==> src/rtl/mac_host_if.sv <==
// Host stream, result stream and MAC pin bundle between the host logic and the MAC sequencer.
// The sequencer connects through the slave modport; the host and MAC side connect through master.
interface mac_host_if;
  logic        in_valid;
  logic        in_ready;
  logic [7:0]  in_a;
  logic [7:0]  in_b;
  logic        in_last;
  logic [23:0] res_data;
  logic        res_valid;
  logic        res_ready;
  logic        busy;
  logic [7:0]  mac_ui;
  logic        mac_load_en;
  logic [1:0]  mac_read_sel;
  logic        mac_clr_acc;
  logic [7:0]  mac_uo;

  modport slave (
    input  in_valid, in_a, in_b, in_last, res_ready, mac_uo,
    output in_ready, res_data, res_valid, busy,
    output mac_ui, mac_load_en, mac_read_sel, mac_clr_acc
  );

  modport master (
    output in_valid, in_a, in_b, in_last, res_ready, mac_uo,
    input  in_ready, res_data, res_valid, busy,
    input  mac_ui, mac_load_en, mac_read_sel, mac_clr_acc
  );
endinterface

==> src/rtl/mac_host_sequencer.sv <==
// Host-side sequencer for the byte-serial 8x8 signed MAC: loads operand pairs, reads back
// the 24-bit accumulator at batch end and presents it as one result. All outputs registered.
module mac_host_sequencer #(
  parameter int DRAIN_CYCLES  = 1,
  parameter bit CLR_PER_BATCH = 1'b1
) (
  input logic       i_clk,
  input logic       i_rst,
  mac_host_if.slave bus
);

  localparam int DW = (DRAIN_CYCLES > 1) ? $clog2(DRAIN_CYCLES) : 1;

  typedef enum logic [2:0] {
    S_IDLE, S_CLEAR, S_LOAD, S_DRAIN, S_READ, S_RESP
  } state_t;

  state_t      r_state;
  logic [7:0]  r_a;
  logic [7:0]  r_b;
  logic        r_last;
  logic [1:0]  r_ptr;
  logic [1:0]  r_rd_idx;
  logic [DW-1:0] r_drain;
  logic        r_batch_first;
  logic        r_in_ready;
  logic        r_busy;
  logic        r_res_valid;
  logic [23:0] r_res_data;
  logic [7:0]  r_mac_ui;
  logic        r_mac_load_en;
  logic [1:0]  r_mac_read_sel;
  logic        r_mac_clr_acc;

  assign bus.in_ready     = r_in_ready;
  assign bus.busy         = r_busy;
  assign bus.res_valid    = r_res_valid;
  assign bus.res_data     = r_res_data;
  assign bus.mac_ui       = r_mac_ui;
  assign bus.mac_load_en  = r_mac_load_en;
  assign bus.mac_read_sel = r_mac_read_sel;
  assign bus.mac_clr_acc  = r_mac_clr_acc;

  always_ff @(posedge i_clk or posedge i_rst) begin
    if (i_rst) begin
      r_state        <= S_IDLE;
      r_a            <= '0;
      r_b            <= '0;
      r_last         <= 1'b0;
      r_ptr          <= '0;
      r_rd_idx       <= '0;
      r_drain        <= '0;
      r_batch_first  <= 1'b1;
      r_in_ready     <= 1'b1;
      r_busy         <= 1'b0;
      r_res_valid    <= 1'b0;
      r_res_data     <= '0;
      r_mac_ui       <= '0;
      r_mac_load_en  <= 1'b0;
      r_mac_read_sel <= '0;
      r_mac_clr_acc  <= 1'b0;
    end else begin
      case (r_state)
        S_IDLE: begin
          if (bus.in_valid) begin
            r_a        <= bus.in_a;
            r_b        <= bus.in_b;
            r_last     <= bus.in_last;
            r_in_ready <= 1'b0;
            r_busy     <= 1'b1;
            if (r_batch_first && CLR_PER_BATCH) begin
              r_state       <= S_CLEAR;
              r_mac_clr_acc <= 1'b1;
            end else begin
              r_state       <= S_LOAD;
              r_mac_load_en <= 1'b1;
              r_mac_ui      <= bus.in_a;
            end
          end
        end
        S_CLEAR: begin
          r_mac_clr_acc <= 1'b0;
          r_batch_first <= 1'b0;
          r_state       <= S_LOAD;
          r_mac_load_en <= 1'b1;
          r_mac_ui      <= r_a;
        end
        S_LOAD: begin
          // Trailing zero loads return the MAC operands to zero so only a*b accumulates.
          r_ptr <= r_ptr + 2'd1;
          case (r_ptr)
            2'd0: r_mac_ui <= r_b;
            2'd1: r_mac_ui <= 8'h00;
            2'd2: r_mac_ui <= 8'h00;
            default: begin
              r_mac_load_en <= 1'b0;
              r_mac_ui      <= 8'h00;
              if (r_last) begin
                r_state <= S_DRAIN;
                r_drain <= DW'(DRAIN_CYCLES - 1);
              end else begin
                r_state    <= S_IDLE;
                r_in_ready <= 1'b1;
                r_busy     <= 1'b0;
              end
            end
          endcase
        end
        S_DRAIN: begin
          if (r_drain == '0) begin
            r_state        <= S_READ;
            r_rd_idx       <= 2'd0;
            r_mac_read_sel <= 2'd0;
          end else begin
            r_drain <= r_drain - 1'b1;
          end
        end
        S_READ: begin
          case (r_rd_idx)
            2'd0:    r_res_data[7:0]   <= bus.mac_uo;
            2'd1:    r_res_data[15:8]  <= bus.mac_uo;
            default: r_res_data[23:16] <= bus.mac_uo;
          endcase
          if (r_rd_idx == 2'd2) begin
            r_state        <= S_RESP;
            r_res_valid    <= 1'b1;
            r_mac_read_sel <= 2'd0;
          end else begin
            r_rd_idx       <= r_rd_idx + 2'd1;
            r_mac_read_sel <= r_rd_idx + 2'd1;
          end
        end
        S_RESP: begin
          if (bus.res_ready) begin
            r_res_valid   <= 1'b0;
            r_batch_first <= 1'b1;
            r_state       <= S_IDLE;
            r_in_ready    <= 1'b1;
            r_busy        <= 1'b0;
          end
        end
        default: r_state <= S_IDLE;
      endcase
    end
  end

endmodule

==> src/flat_wrapper.sv <==
// flat-port wrapper written by rule: the top's interface ports become plain ports
module mac_host_sequencer_flat 
#(
  parameter int DRAIN_CYCLES  = 1,
  parameter bit CLR_PER_BATCH = 1'b1
)
  (i_clk, i_rst, bus_in_valid, bus_in_a, bus_in_b, bus_in_last, bus_res_ready, bus_mac_uo, bus_in_ready, bus_res_data, bus_res_valid, bus_busy, bus_mac_ui, bus_mac_load_en, bus_mac_read_sel, bus_mac_clr_acc);
  mac_host_if bus_i ();
  input logic i_clk;
  input logic i_rst;
  input wire logic [$bits(bus_i.in_valid)-1:0] bus_in_valid;
  input wire logic [$bits(bus_i.in_a)-1:0] bus_in_a;
  input wire logic [$bits(bus_i.in_b)-1:0] bus_in_b;
  input wire logic [$bits(bus_i.in_last)-1:0] bus_in_last;
  input wire logic [$bits(bus_i.res_ready)-1:0] bus_res_ready;
  input wire logic [$bits(bus_i.mac_uo)-1:0] bus_mac_uo;
  output wire logic [$bits(bus_i.in_ready)-1:0] bus_in_ready;
  output wire logic [$bits(bus_i.res_data)-1:0] bus_res_data;
  output wire logic [$bits(bus_i.res_valid)-1:0] bus_res_valid;
  output wire logic [$bits(bus_i.busy)-1:0] bus_busy;
  output wire logic [$bits(bus_i.mac_ui)-1:0] bus_mac_ui;
  output wire logic [$bits(bus_i.mac_load_en)-1:0] bus_mac_load_en;
  output wire logic [$bits(bus_i.mac_read_sel)-1:0] bus_mac_read_sel;
  output wire logic [$bits(bus_i.mac_clr_acc)-1:0] bus_mac_clr_acc;
  assign bus_i.in_valid = bus_in_valid;
  assign bus_i.in_a = bus_in_a;
  assign bus_i.in_b = bus_in_b;
  assign bus_i.in_last = bus_in_last;
  assign bus_i.res_ready = bus_res_ready;
  assign bus_i.mac_uo = bus_mac_uo;
  assign bus_in_ready = bus_i.in_ready;
  assign bus_res_data = bus_i.res_data;
  assign bus_res_valid = bus_i.res_valid;
  assign bus_busy = bus_i.busy;
  assign bus_mac_ui = bus_i.mac_ui;
  assign bus_mac_load_en = bus_i.mac_load_en;
  assign bus_mac_read_sel = bus_i.mac_read_sel;
  assign bus_mac_clr_acc = bus_i.mac_clr_acc;
  mac_host_sequencer #(.DRAIN_CYCLES(DRAIN_CYCLES), .CLR_PER_BATCH(CLR_PER_BATCH)) u_core (.i_clk(i_clk), .i_rst(i_rst), .bus(bus_i));
endmodule
==> config.mk <==
export PLATFORM = sky130hd
export DESIGN_NAME = mac_host_sequencer_flat
export DESIGN_NICKNAME = d
export VERILOG_FILES = /design/src/rtl/mac_host_if.sv /design/src/rtl/mac_host_sequencer.sv /design/src/flat_wrapper.sv
export SDC_FILE = /design/constraint.sdc
export NUM_CORES = 1
export LEC_CHECK = 0
export CAP_MARGIN = 10
export CORE_UTILIZATION = 25
export CTS_BUF_LIST = sky130_fd_sc_hd__clkbuf_8
export DETAILED_ROUTE_END_ITERATION = 7
export HOLD_SLACK_MARGIN = 0.02
export PLACE_DENSITY = 0.55
export SLEW_MARGIN = 20
export SYNTH_ARGS = -nofsm -noshare
export SYNTH_HDL_FRONTEND = slang
export SYNTH_SLANG_ARGS = --single-unit
==> constraint.sdc <==
create_clock -name i_clk -period 2.3 [get_ports i_clk]
set_input_delay 0.23 -clock i_clk [delete_from_list [all_inputs] [get_ports i_clk]]
set_output_delay 0.23 -clock i_clk [all_outputs]
set_load 0.03 [all_outputs]
==> results_dict.tcl, run 1 <==
set metrics [dict create \
    outcome "finished, final reports clean" \
    synth_edf_count 0 \
    netlist_area_um2 2830 \
    cp_max_fo 15 \
    comb_power_share_pct 47.9 \
    fin_crit_sh_pct 86.4 \
    clock.fmax_mhz 503 \
    cts_resized 0 \
    cts_sinks 64 \
    htreeDepth 3 \
    max_stage_delay_ps 570 \
    area_delta_synth_final_pct 37.2 \
    reg2reg_slack_ps 310 \
    clockBufferDepth 2 \
    critical_path.endpoint_type "flop" \
    layout-drive-gt1-share_pct 23.8 \
    fin_area_um2 3890 \
    rr_worst_depth 4 \
    insertedDiodeCount 0 \
    ys_ff_latch 64 \
    cp-startpoint "u_core.r_state[1]$_DFFE_PP0P_" \
    min-delay-path-class "in2async" \
    cp-start-kind "flop" \
    seqPwrFrac_pct 35.0 \
    slew_violations 0 \
    tightest_slew_ps 938 \
    cp-endpoint "u_core.bus.res_data[16]$_DFFE_PP0P_" \
    grtUsageTotal_pct 11.8 \
    yosysMostFrequentCell "dfrtp_1" \
    synth_common_cells "dfrtp_1 (62), mux2_2 (31), nand2_1 (18)" \
    pin_count 68 \
    die-height_um 108 \
    synth_warnings 0 \
    cts_tree "done" \
    insertion_delay_ps 330 \
    r2r_start "u_core.r_state[1]$_DFFE_PP0P_" \
    path_clk_slew_ps 80 \
    cp_cell_sequence "nor2_1 > nand2_1 > nor3_4 > mux2_2" \
    grt_start_max_net_pins 34 \
    maxCapViolations 0 \
    place_congestion 0.743 \
    antenna_found_initial 0 \
    grt_overflow_total 0 \
    cts_made_buffers 9 \
    postCtsSetupRepairBufs 0 \
    switching_share_pct 39.3 \
    synth_area_leaders "dfrtp_1 (55%), mux2_2 (12%), mux2_4 (5.3%)" \
    syn_inst 218 \
    wl_per_cell_um 14.5 \
    reg2reg_to "u_core.bus.res_data[16]$_DFFE_PP0P_" \
    cts_hold_buf 0 \
    core_um2 10900 \
    peakVddDrop_mv 0.647 \
    fillCellCount 1097 \
    placementRows 38 \
    final.setup.tns_ps 0 \
    slowest_stage "dfrtp_1" \
    relSlewSlack_pct 37.1 \
    ys_types 39 \
    finClkSkew_ps 9.98 \
    ant_nets 0 \
    finalCriticalPeriod_ps 1990 \
    vias 1988 \
    synthArstFlopShare_pct 100 \
    setup_viol 0 \
    p_leak_nw 1.65 \
    yosysTopAreaCellShare_pct 54.7 \
    p_int_w 0.00354 \
    dp_hpwl_um 4450 \
    viasPerCell 4.54 \
    drc 0 \
    p_per_area_nw_per_um2 1500 \
    switching_power_w 0.00229 \
    initial_utilization_pct 25.9 \
    final_util_pct 35.5 \
    crit_type "reg2reg" \
    dieArea_um2 11800 \
    root_buffer "clkbuf_8" \
    grt_pass1_wl_um 10500 \
    grt_pass1_vias 2117 \
    final_nets 328 \
    drtIter0Drc 90 \
    numPortBuffers 67 \
    pwr-share-clk_pct 17.1 \
    hold_viol_final 0 \
    dpl_cell_area_um2 3680 \
    synth_largest_area_cell "dfrtp_1" \
    avgSynthCellArea_um2 13.0 \
    crit_arrival_ps 2200 \
    rsz0062_at_grt "no" \
    required_ps 2510 \
    yosysSeqAreaShare_pct 56.6 \
    synth_flop_cell "dfrtp_1" \
    finalPower_w 0.00583 \
    wl_um 6340 \
    die_x_um 108 \
    synthesis.nets 253 \
    dr.pass1.iters 5 \
]
[kinds of logic after synthesis]
family | share of synthesized area, %
xor+xnor | 0.309
buf+inv | 3.27
flops | 56.6
compound gates | 10.5
simple gates | 8.34
mux | 18.3
fa+ha+maj | 2.65
[cells in the final DEF, fill, tap and decap left out, types with 2 or more instances in the layout]
master	instances
nor2b_1	6
o21ai_0	9
o21bai_1	2
o22ai_1	3
mux2_2	31
mux2i_1	2
buf_4	7
nor2_1	8
mux2_4	10
a222oi_1	8
nand2_1	18
clkdlybuf4s50_1	67
ha_1	6
and3_1	2
clkbuf_8	10
nor3_1	2
inv_1	5
clkinvlp_4	2
nand2b_1	3
dfrtp_1	62
dfstp_2	2
a21oi_1	11
[per-layer routing]
metal	vias up	share of wire (%)	global-route usage, %
li1	933	-	-
met1	986	45	14.2
met2	63	49	19.9
met3	6	5.1	2.83
met4	0	0.99	5.12
met5	-	0	0
[per-stage QoR]
stage	std cells	setup WS (ps)	hold slack [ps]
final	438	314	286
after floorplan	218	475	339
after CTS	438	299	286
after global placement	422	300	489
after global routing	438	151	312
after detailed placement	422	270	494
[power groups by stage]
stage          clock (W)  sequential, W  combinational (W)
2_1_floorplan          0        0.00258            0.00131
3_3_place_gp           0        0.00206            0.00277
3_5_place_dp           0        0.00207            0.00283
4_1_cts          0.00103        0.00205            0.00283
5_1_grt          0.00108        0.00213            0.00304
6_report        0.000996        0.00204            0.00280
[worst max-delay path, delay by kind of cell, from the launching register on]
family	cells	cell delay, ps
AND/OR/NAND/NOR	3	910
flip-flops	1	570
multiplexers	1	390
[sequential cells by signal (all words and copies together) (netlist names), 2 cells and up]
name,cells
u_core.r_rd_idx,2
u_core.bus.mac_ui,8
u_core.r_ptr,2
u_core.r_state,3
u_core.bus.mac_read_sel,2
u_core.bus.res_data,24
u_core.r_b,8
u_core.r_a,8
[worst min-delay path by stage]
stage / startpoint / to / slack (ps) / cells after the start
6_report: i_rst / u_core.bus.res_data[13]$_DFFE_PP0P_ / 290 / 2
5_1_grt: i_rst / u_core.bus.res_data[13]$_DFFE_PP0P_ / 310 / 2
4_1_cts: i_rst / u_core.r_state[2]$_DFFE_PP0P_ / 290 / 2
3_5_place_dp: u_core.bus.mac_ui[2]$_DFFE_PP0P_ / u_core.bus.mac_ui[2]$_DFFE_PP0P_ / 490 / 2
3_3_place_gp: u_core.r_a[7]$_DFFE_PP0P_ / u_core.r_a[7]$_DFFE_PP0P_ / 490 / 1
2_1_floorplan: bus_res_ready / u_core.r_state[0]$_DFFE_PP0P_ / 340 / 1
[layout make-up]
cell class | instances | area (um2) | share of cell area (%)
flip-flops and latches | 64 | 1600 | 41.3
multi-input cells | 137 | 1140 | 29.3
repair buffers | 75 | 743 | 19.1
well taps | 140 | 175 | 4.51
clock buffers | 10 | 138 | 3.54
clock inverters | 6 | 67.6 | 1.74
inverters | 6 | 22.5 | 0.579
Note: power is estimated with default switching activity, not from simulation.
==> inputs of run 2 (changes only) <==
- CORE_UTILIZATION: 25 -> 40
- PLACE_DENSITY: 0.55 -> 0.76
==> run 2 against run 1 <==
Effect of this change: total power increased by 1.5%; clock-buffer cell count unchanged; first-iteration DRC count decreased by 20%; combinational power about the same; highest routed layer unchanged; non-clock buffer count decreased by 4; critical endpoint is now u_core.bus.res_data[19]$_DFFE_PP0P_; critical path depth unchanged; die area decreased by 37%.
==> results_dict.tcl, run 2 (same netlist as run 1, synthesis figures left out) <==
set metrics [dict create \
    clock.fmax_mhz 519 \
    rr_worst_depth 4 \
    dp_slack_ps 271 \
    finClkSkew_ps 5.34 \
    drtIter0Drc 72 \
    final_cell_mix "clkdlybuf4s50_1 (67), dfrtp_1 (62), mux2_2 (31)" \
    htreeDepth 3 \
    p_leak_nw 1.64 \
    cts_tree "done" \
    required_ps 2530 \
    slowest_stage "dfrtp_1" \
    dr.pass1.iters 5 \
    final.setup.tns_ps 0 \
    max_stage_delay_ps 580 \
    r2r_start "u_core.r_state[1]$_DFFE_PP0P_" \
    crit_type "reg2reg" \
    grt_start_max_net_pins 65 \
    placementRows 30 \
    maxCapViolations 0 \
    fin_ws_ps 374 \
    viasPerCell 5.01 \
    pwr-share-clk_pct 18.1 \
    cts_resized 0 \
    area_delta_synth_final_pct 34.7 \
    hold_viol_final 0 \
    wl_um 5860 \
    dpl_cell_area_um2 3600 \
    slew_violations 0 \
    insertedDiodeCount 0 \
    seqPwrFrac_pct 35.0 \
    die_x_um 86.2 \
    dp_hpwl_um 4120 \
    path_clk_slew_ps 70 \
    ant_nets 0 \
    die-height_um 86.2 \
    final_util_pct 55.9 \
    outcome "finished, final reports clean" \
    antenna_found_initial 0 \
    initial_utilization_pct 41.5 \
    min-delay-path-class "in2async" \
    rsz0062_at_grt "no" \
    grt_overflow_total 0 \
    switching_share_pct 38.7 \
    crit_arrival_ps 2150 \
    finalCriticalPeriod_ps 1930 \
    peakVddDrop_mv 0.603 \
    critical_path.endpoint_type "flop" \
    final_common_cell "clkdlybuf4s50_1" \
    switching_power_w 0.00229 \
    cp-start-kind "flop" \
    cp-startpoint "u_core.r_state[1]$_DFFE_PP0P_" \
    core_um2 6830 \
    numPortBuffers 67 \
    finalPower_w 0.00592 \
    insertion_delay_ps 340 \
    grt_pass1_wl_um 9930 \
    wl_per_cell_um 15.0 \
    grtUsageTotal_pct 17.8 \
    relSlewSlack_pct 41.7 \
    postCtsSetupRepairBufs 0 \
    fin_crit_sh_pct 83.7 \
    layout-drive-gt1-share_pct 22.4 \
    setup_viol 0 \
    drc 0 \
    p_per_area_nw_per_um2 1550 \
    comb_power_share_pct 46.9 \
    clockBufferDepth 2 \
    largest_reg_flops 24 \
    grt_pass1_vias 1965 \
    cts_hold_buf 0 \
    final_nets 324 \
    fin_area_um2 3820 \
    cts_made_buffers 9 \
    tightest_slew_ps 869 \
    pin_count 68 \
    cp_cell_sequence "nor2_1 > nand2_1 > nor3_4 > mux2_2" \
    p_int_w 0.00363 \
    cts_sinks 64 \
    dieArea_um2 7430 \
    place_congestion 0.801 \
    cp_max_fo 15 \
    root_buffer "clkbuf_8" \
    vias 1953 \
]
## run 2: changes by cell type in the layout (fill, tap and decap cells not counted), sizes merged
| cell | delta |
|---|---|
| buf | -4 |
| bufinv | +1 |
| clkinv | -1 |
## run 2: power groups by stage
stage	Sequential [W]	Clock (W)	Combinational (W)
floorplan	0.00258	0	0.00131
global placement	0.00206	0	0.00271
detailed placement	0.00209	0	0.00279
CTS	0.00207	0.00109	0.00280
global route	0.00215	0.00115	0.00300
finish	0.00207	0.00107	0.00277
## run 2: path summary, 6_finish.rpt
path / to / slack (ps)
setup reg to reg: u_core.bus.res_data[19]$_DFFE_PP0P_ / 370
max in group asynchronous: u_core.bus.in_ready$_DFFE_PP1P_ / 1710
hold reg to reg: u_core.bus.mac_ui[6]$_DFFE_PP0P_ / 480
setup / recovery: u_core.bus.res_data[19]$_DFFE_PP0P_ / 370
hold / removal: u_core.bus.res_data[15]$_DFFE_PP0P_ / 260
min in group i_clk: u_core.bus.mac_ui[6]$_DFFE_PP0P_ / 480
## run 2: layout make-up
type	instances	area (um2)
clock inverter	6	83.8
sequential	64	1600
clock buffer	10	138
timing repair buffer	71	713
inverter	6	22.5
fill	590	3010
multi-input combinational	137	1140
tap	96	120
## run 2: critical path: cells and delay by family, from the launching register on
kind / cells / cell delay, ps
AND/OR/NAND/NOR: 3 / 840
flip-flops: 1 / 580
multiplexers: 1 / 390
## run 2: per-layer routing
| layer | wire, um | vias to the layer above | share of wire, % | global-route usage (%) |
|---|---|---|---|---|
| li1 | - | 924 | - | - |
| met1 | 2750 | 964 | 47 | 23.2 |
| met2 | 2730 | 56 | 47 | 27.6 |
| met3 | 284 | 9 | 4.8 | 5.14 |
| met4 | 99 | 0 | 1.7 | 7.73 |
| met5 | 0 | - | 0 | 0 |
## run 2: metrics by stage
stage,hold WS (ps),cells
2_1_floorplan,339,218
3_3_place_gp,464,374
3_5_place_dp,475,374
4_1_cts,271,390
5_1_grt,303,390
6_report,262,390
